### src/rtl/rmw_long_latency_pkg.sv
// rtl/rmw_long_latency_pkg.sv - shared types and widths for the RMW engine table interface
//
// Purpose: common id/word/tag types, the table read request record and the
// latency bound used by the long-latency table responder.

package rmw_long_latency_pkg;

  localparam int ID_W            = 4;
  localparam int WORD_W          = 8;
  localparam int TAG_W           = 4;
  localparam int TBL_LATENCY_MAX = 16;
  localparam int INFLIGHT_W      = 5;

  typedef logic [ID_W-1:0]   id_t;
  typedef logic [WORD_W-1:0] word_t;
  typedef logic [TAG_W-1:0]  tag_t;

  typedef struct packed {
    logic vld;
    id_t  id;
    tag_t tag;
  } tbl_rd_req_t;

endpackage

### src/rtl/rmw_long_latency_tbl_dly.sv
// rtl/rmw_long_latency_tbl_dly.sv - LATENCY-1 stage delay line for table read requests
//
// Purpose: carries accepted read requests from the sampling edge to the edge
// that loads the response register.
// Ports:
//   clk      in   clock
//   rst      in   asynchronous active-low reset (clears valid bits only)
//   req_in   in   request sampled this cycle
//   req_out  out  request that reaches the response-load edge

module rmw_long_latency_tbl_dly
  import rmw_long_latency_pkg::*;
#(
  parameter int LATENCY = 4
) (
  input  logic        clk,
  input  logic        rst,
  input  tbl_rd_req_t req_in,
  output tbl_rd_req_t req_out
);

  if (LATENCY <= 1) begin : g_pass
    // Response register itself provides the single cycle of latency.
    logic unused_clk_rst;
    assign unused_clk_rst = clk ^ rst;
    assign req_out        = req_in;
  end else begin : g_pipe
    localparam int STAGES = LATENCY - 1;

    logic [STAGES-1:0] vld_q;
    id_t               id_q  [STAGES];
    tag_t              tag_q [STAGES];

    always_ff @(posedge clk or negedge rst) begin
      if (!rst) begin
        vld_q <= '0;
      end else begin
        vld_q[0] <= req_in.vld;
        for (int i = 1; i < STAGES; i++) begin
          vld_q[i] <= vld_q[i-1];
        end
      end
    end

    // Payload needs no reset: it is only consumed alongside a set valid bit.
    always_ff @(posedge clk) begin
      id_q[0]  <= req_in.id;
      tag_q[0] <= req_in.tag;
      for (int i = 1; i < STAGES; i++) begin
        id_q[i]  <= id_q[i-1];
        tag_q[i] <= tag_q[i-1];
      end
    end

    assign req_out = {vld_q[STAGES-1], id_q[STAGES-1], tag_q[STAGES-1]};
  end

endmodule

### src/rtl/rmw_long_latency_tbl.sv
// rtl/rmw_long_latency_tbl.sv - long-latency word table responder for the RMW engine
//
// Purpose: word table indexed by id; one write and one read per cycle, reads
// answered in order exactly LATENCY cycles after sampling.
// Ports:
//   clk                in   clock
//   rst                in   asynchronous active-low reset
//   tbl_wr_r           in   write strobe
//   tbl_wr_id_r        in   write index
//   tbl_wr_word_r      in   write data
//   tbl_rd_r           in   read strobe (no backpressure)
//   tbl_rd_id_r        in   read index
//   tbl_rd_itag_r      in   requester tag
//   tbl_rd_word_vld_r  out  response valid pulse
//   tbl_rd_word_r      out  response data (holds while not valid)
//   tbl_rd_ctag_r      out  completion tag (holds while not valid)
//   tbl_rd_inflight_r  out  reads accepted but not yet responded

module rmw_long_latency_tbl
  import rmw_long_latency_pkg::*;
#(
  parameter int                LATENCY = 4,
  parameter logic [WORD_W-1:0] RST_VAL = '0
) (
  input  logic                  clk,
  input  logic                  rst,
  input  logic                  tbl_wr_r,
  input  logic [ID_W-1:0]       tbl_wr_id_r,
  input  logic [WORD_W-1:0]     tbl_wr_word_r,
  input  logic                  tbl_rd_r,
  input  logic [ID_W-1:0]       tbl_rd_id_r,
  input  logic [TAG_W-1:0]      tbl_rd_itag_r,
  output logic                  tbl_rd_word_vld_r,
  output logic [WORD_W-1:0]     tbl_rd_word_r,
  output logic [TAG_W-1:0]      tbl_rd_ctag_r,
  output logic [INFLIGHT_W-1:0] tbl_rd_inflight_r
);

  localparam int DEPTH = 2 ** ID_W;

  word_t       tbl_q [DEPTH];
  tbl_rd_req_t req_in;
  tbl_rd_req_t head;
  word_t       head_word;

  always_ff @(posedge clk or negedge rst) begin
    if (!rst) begin
      for (int i = 0; i < DEPTH; i++) begin
        tbl_q[i] <= RST_VAL;
      end
    end else if (tbl_wr_r) begin
      tbl_q[tbl_wr_id_r] <= tbl_wr_word_r;
    end
  end

  assign req_in = {tbl_rd_r, tbl_rd_id_r, tbl_rd_itag_r};

  rmw_long_latency_tbl_dly #(
    .LATENCY (LATENCY)
  ) u_dly (
    .clk     (clk),
    .rst     (rst),
    .req_in  (req_in),
    .req_out (head)
  );

  // Data is taken on the response-load edge; a write landing on that same
  // edge is forwarded so the response carries the new word.
  always_comb begin
    head_word = tbl_q[head.id];
    if (tbl_wr_r && (tbl_wr_id_r == head.id)) begin
      head_word = tbl_wr_word_r;
    end
  end

  always_ff @(posedge clk or negedge rst) begin
    if (!rst) begin
      tbl_rd_word_vld_r <= 1'b0;
      tbl_rd_word_r     <= '0;
      tbl_rd_ctag_r     <= '0;
      tbl_rd_inflight_r <= '0;
    end else begin
      tbl_rd_word_vld_r <= head.vld;
      if (head.vld) begin
        tbl_rd_word_r <= head_word;
        tbl_rd_ctag_r <= head.tag;
      end
      // A read stops counting once its valid cycle has been presented.
      tbl_rd_inflight_r <= tbl_rd_inflight_r
                         + INFLIGHT_W'(tbl_rd_r)
                         - INFLIGHT_W'(tbl_rd_word_vld_r);
    end
  end

endmodule
### config.mk
export PLATFORM = sky130hd
export DESIGN_NAME = rmw_long_latency_tbl
export DESIGN_NICKNAME = d
export VERILOG_FILES = /design/src/rtl/rmw_long_latency_pkg.sv /design/src/rtl/rmw_long_latency_tbl_dly.sv /design/src/rtl/rmw_long_latency_tbl.sv
export SDC_FILE = /design/constraint.sdc
export NUM_CORES = 1
export LEC_CHECK = 0
export BUFFER_PORTS_ARGS = -buffer_cell sky130_fd_sc_hd__clkbuf_2
export CAP_MARGIN = 20
export CELL_PAD_IN_SITES_DETAIL_PLACEMENT = 0
export CELL_PAD_IN_SITES_GLOBAL_PLACEMENT = 2
export CORE_UTILIZATION = 45
export CTS_CLUSTER_DIAMETER = 50
export CTS_CLUSTER_SIZE = 8
export DETAILED_ROUTE_END_ITERATION = 16
export PLACE_DENSITY_LB_ADDON = 0.1
export SYNTH_ARGS = -nofsm -noshare
export SYNTH_HDL_FRONTEND = slang
export SYNTH_SLANG_ARGS = --single-unit
### constraint.sdc
create_clock -name clk -period 2.6 [get_ports clk]
set_clock_uncertainty 0.1 [all_clocks]
set_input_delay 0 -clock clk [delete_from_list [all_inputs] [get_ports clk]]
set_output_delay 0 -clock clk [all_outputs]
set_load 0.05 [all_outputs]
* After elaboration in Yosys (flattened, before gate mapping)
Memory sizes are Yosys's and may differ from the RTL's. A register that Yosys moved wholly into a read port is not among the register bits.
Index checks and enable logic that the tools add are counted.
** Word-level totals
- RAM bits :: 24
- Output and inout port bits :: 18
- Register bits :: 145
- Memories kept :: 2
** Cells by class
- $lt $le $gt $ge :: 3
- Equality and inequality tests :: 1
- Reductions and logical operators :: 3
- Bitwise logic cells :: 2
- Multiplexer cells :: 7
- Add/sub/neg operators :: 2
** Memories
- u_dly.g_pipe.id_q :: words 3, bits a word 4, rd ports 3, clocked after memory_dff 0, write ports 3, line rmw_long_latency_tbl_dly.sv:31 : id_t id_q [STAGES];
- u_dly.g_pipe.tag_q :: words 3, bits a word 4, rd ports 3, clocked after memory_dff 1, write ports 3, line rmw_long_latency_tbl_dly.sv:32 : tag_t tag_q [STAGES];
** Operator list (count)
- bitwise mux 128 bit :: 1
- binary-select mux 8 bit (select 4 bit) :: 1
- demux 8 bit (select 4 bit) :: 1
- 2-to-1 mux 8 bit :: 4
- greater-or-equal comparator 5 bit (second input constant) :: 2
- NOT 4 -> 5 bit :: 2
- adder 5 x 1 -> 5 bit :: 1
- less-than comparator 5 x 1 -> 1 bit (second input constant) :: 1
- subtractor 5 x 1 -> 5 bit :: 1
- equality test 4 bit :: 1
- logical AND 1 bit :: 2
- zero test 1 bit :: 1

* Longest topological paths before layout
- Depth in word-level cells :: 6
- Mapped depth :: 8
- Depth with buffers taken out :: 8

* By module
A second synthesis with hierarchy kept.
** Unflattened totals
- Cells, all modules :: 474
- Area, all modules :: 7389.6 sq um
** By module, submodules not included
- rmw_long_latency_tbl :: cells each 438, seq. area each 3653.5 sq um, area an instance 6766.5 sq um, instances 1
- rmw_long_latency_tbl_dly :: cells each 36, seq. area each 555.5 sq um, area an instance 623.1 sq um, instances 1

* Worst setup path before layout
Ideal clock, no wire load.
- Path type :: register to register
- From :: reg tbl_rd_inflight_r[0]
- To :: reg tbl_rd_inflight_r[4]
- Setup slack :: 403 ps
- Stages on the path, launching flop included :: 9
- Path buffers :: 0
- Period minus slack after synthesis :: 2197 ps
- Data arrival time :: 1972 ps
- Library setup time :: 124 ps
- Cell sequence :: dfrtp_1 > inv_1 > ha_1 > inv_1 > ha_1 > fa_1 > a21o_1 > a21oi_1 > xnor2_1
** On the way
- Longest elaborated chain between the ends :: 2
** Ends and longest elaborated chain
- from (decl) :: line rmw_long_latency_tbl.sv:36 : output logic [INFLIGHT_W-1:0] tbl_rd_inflight_r
- from (signal assigned) :: line rmw_long_latency_tbl.sv:89 : tbl_rd_inflight_r <= tbl_rd_inflight_r
- adder 5 x 1 -> 5 bit :: line rmw_long_latency_tbl.sv:90 : + INFLIGHT_W'(tbl_rd_r)
- subtractor 5 x 1 -> 5 bit :: line rmw_long_latency_tbl.sv:91 : - INFLIGHT_W'(tbl_rd_word_vld_r);
No other way between the ends.
A chain may end at the register's enable or synchronous reset.

==> flow_metrics.py <==
metrics = {
    "outcome": {
        "outcome": "complete, no violations",
    },
    "setup_path": {
        "path_cells": "buf_12 -> mux4_1 -> a22oi_1 -> nand2_1 -> a221o_1",
        "critical_path_arrival_ns": 2.48,
        "critical-path-max-stage-delay_ns": 0.61,
        "cp_top_family": "flip-flops",
        "worst-endpoint-required_ns": 2.81,
        "critPathMaxFanout": 15,
        "path_buf_inv": 1,
        "crit_path_end_kind": "flop",
        "path_class": "reg2reg",
        "startpoint_type": "flop",
        "cp_slowest_cell": "dfxtp_2",
    },
    "synthesis": {
        "syn_nets": 493,
        "synth.distinct_cells": 37,
        "ys_ff_latch": 173,
        "yosysSeqAreaShare_pct": 57.44,
        "yosysWarningCount": 0,
        "synth_ff_type": "dfrtp_1",
        "syn_inst": 463,
        "synth_edf_count": 0,
        "syn_area_per_cell_sq_um": 15.83,
        "synth_area_sq_um": 7328,
        "ys_async_sr_fraction_pct": 86.13,
    },
    "clocking": {
        "clkTransAtPathRegs_ns": 0.06,
        "clock_sinks": 173,
        "cts_resized": 0,
        "clockRootBuffer": "clkbuf_16",
        "htreeDepth": 4,
        "clock_latency_ns": 0.42,
        "cts_tree": "built",
        "clk_path_buf_depth": 2,
        "cts_made_buffers": 17,
    },
    "sta": {
        "maxSlewHeadroom_pct": 49.71,
        "layout_min_cycle_time_ns": 2.271,
        "fin_hold_ws_ns": 0.01672,
        "slew_viol_final": 0,
        "final_hold_viol_count": 0,
        "setup_viol": 0,
        "timing.final.crit_share_pct": 87.35,
        "rsz0062_at_grt": "no",
        "worstMarginPinSlew_ns": 0.7516,
        "totalNegativeSetupSlack_ns": 0,
        "fmax_mhz": 440.3,
    },
    "routing": {
        "drcViolationCount": 0,
        "firstDrtPassIters": 4,
        "viasPerCell": 5.363,
        "initialDrtViolationCount": 176,
        "vias": 4081,
        "post_drt_wl_per_cell_um": 20.40,
        "wl_um": 15530,
        "ant_nets": 0,
    },
    "layout": {
        "final_util_pct": 54.09,
        "nets": 562,
        "area_delta_synth_final_pct": 17.24,
        "nFillCells": 1323,
        "antenna_cells": 0,
        "multi_input_area_sq_um": 2925,
        "final_layout_size_suffix_gt1_share_pct": 45.50,
        "seqCellArea_sq_um": 4210,
    },
    "global_route": {
        "grt_max_degree": 62,
        "grt_pass1_wl_um": 25200,
        "grt.overflow.total": 0,
        "grt_pass1_vias": 4352,
        "antenna_found_initial": 0,
        "grt_usage_pct": 20.81,
    },
    "die": {
        "coreArea_sq_um": 15890,
        "io_pins": 42,
        "die_x_um": 129.6,
        "die_h_um": 129.6,
        "die_area_sq_um": 16800,
        "start_util_pct": 46.13,
        "row_count": 46,
    },
    "placement": {
        "gp_congestion": 0.7446,
        "dp_hpwl_um": 10070,
        "portBuffers": 41,
    },
    "pwr": {
        "power-per-cell-area_nw_per_um2": 893.4,
        "p_leak_nw": 3.790,
        "peakVddDrop_mv": 0.5168,
    },
    "worst_hold_path": {
        "hold_class": "in2async",
    },
    "run": {
        "drv_cap": 0,
    },
}
repair_timing:
item	in CTS	in global routing
hold buffers	16	0
hold endpoints to repair	156	0
setup buffers	0	0
layout make-up:
cell class / instances / area share (%)
inverter: 8 / 0.3495
clock buffer: 24 / 5.869
clock inverter: 8 / 0.9029
multi-input combinational: 253 / 34.05
tap: 216 / 3.145
sequential: 173 / 49.00
timing repair buffer: 79 / 6.684
routing by layer:
| layer | share of wire, % | up-vias | GRT usage (%) |
|---|---|---|---|
| met5 | 0 | - | 0 |
| met1 | 47 | 2153 | 28.26 |
| met4 | 1.7 | 0 | 7.456 |
| met2 | 48 | 59 | 33.31 |
| met3 | 2.8 | 15 | 4.211 |
| li1 | - | 1854 | - |
sequential cells by signal, summed over array words and instances (netlist names):
name,cells
u_dly.g_pipe.tag_q,12
tbl_rd_inflight_r,5
u_dly.g_pipe.vld_q,3
tbl_rd_ctag_r,4
tbl_rd_word_vld_r,1
tbl_rd_word_r,8
tbl_q,128
u_dly.g_pipe.id_q,12
cell usage after synthesis, types with 2 or more instances:
cell        n  share of area (%)
a221o_1     8                1.1
a22oi_1    15                1.5
dfrtp_1   149                 51
a21oi_1     2               0.14
mux4_1     12                4.3
buf_8       2               0.41
nand2_1    10               0.51
mux2_1      5               0.77
inv_1       8               0.41
buf_2       6               0.41
mux4_2     20                6.1
xnor2_1     4               0.48
nand3_1     2               0.14
xor2_1      4               0.48
ha_1        5               0.85
nand2b_1    3               0.26
nor2b_1    10               0.85
nor3_2      7               0.96
mux2_2    127                 20
a21o_1      2               0.20
dfxtp_1    24                6.6
clkbuf_1   17               0.87
nor2_1      5               0.26
or3_1       3               0.26
cell usage in the layout, fill, tap and decap left out, types with 7 or more instances in the layout:
master         synthesis  routed
dfrtp_1              149     149
mux2_2               127     127
clkbuf_2               1      40
dfxtp_1               24      23
mux4_2                20      20
clkbuf_16              0      19
buf_4                  0      19
dlygate4sd3_1          0      16
a22oi_1               15      15
mux4_1                12      12
nand2_1               10      10
nor2b_1               10      10
inv_1                  8       8
a221o_1                8       8
nor3_2                 7       7
path summary, 6_finish.rpt:
check                           cells past startpoint                          endpoint  slack, ns                        startpoint
worst max register to register                      5      tbl_rd_word_r[5]$_DFFE_PN0P_       0.33   u_dly.g_pipe.id_q[0][8]$_DFF_P_
min in group clk                                    2             tbl_q[84]$_DFFE_PN0P_       0.02                  tbl_wr_word_r[4]
worst max-delay path                                5      tbl_rd_word_r[5]$_DFFE_PN0P_       0.33   u_dly.g_pipe.id_q[0][8]$_DFF_P_
worst min-delay path                                2            tbl_q[121]$_DFFE_PN0P_       0.02                               rst
max in group asynchronous                           3             tbl_q[11]$_DFFE_PN0P_       1.62                               rst
worst min register to register                      0  u_dly.g_pipe.tag_q[2][1]$_DFF_P_       0.23  u_dly.g_pipe.tag_q[1][1]$_DFF_P_
cells by family (layout without fill, tap and decap cells):
logic type | after synthesis | after routing | share of synthesized area [%]
xor+xnor | 8 | 8 | 0.9560
simple gates | 46 | 46 | 3.876
mux | 164 | 164 | 30.73
compound gates | 29 | 29 | 3.227
buf+inv | 37 | 119 | 2.646
flops | 173 | 173 | 57.44
fa+ha+maj | 6 | 6 | 1.127
through the flow:
step	worst slack, ns	cells	total power [mW]	instance area, sq um
after global routing	0.2044	761	8.084	8592
after floorplan	0.4032	463	4.794	7328
final	0.3289	761	7.676	8592
after CTS	0.2913	761	7.761	8592
after detailed placement	0.3033	713	5.236	7850
after global placement	0.3288	713	5.174	7850
report_power, final:
group	switching, mW	internal (mW)	leakage, nW	total, mW
Combinational	0.797	0.840	1.48	1.64
Sequential	0.296	3.26	2.03	3.55
Clock	1.02	1.46	0.289	2.48
Total	2.12	5.56	3.79	7.68
No activity file was read; power rests on OpenSTA's default activity.
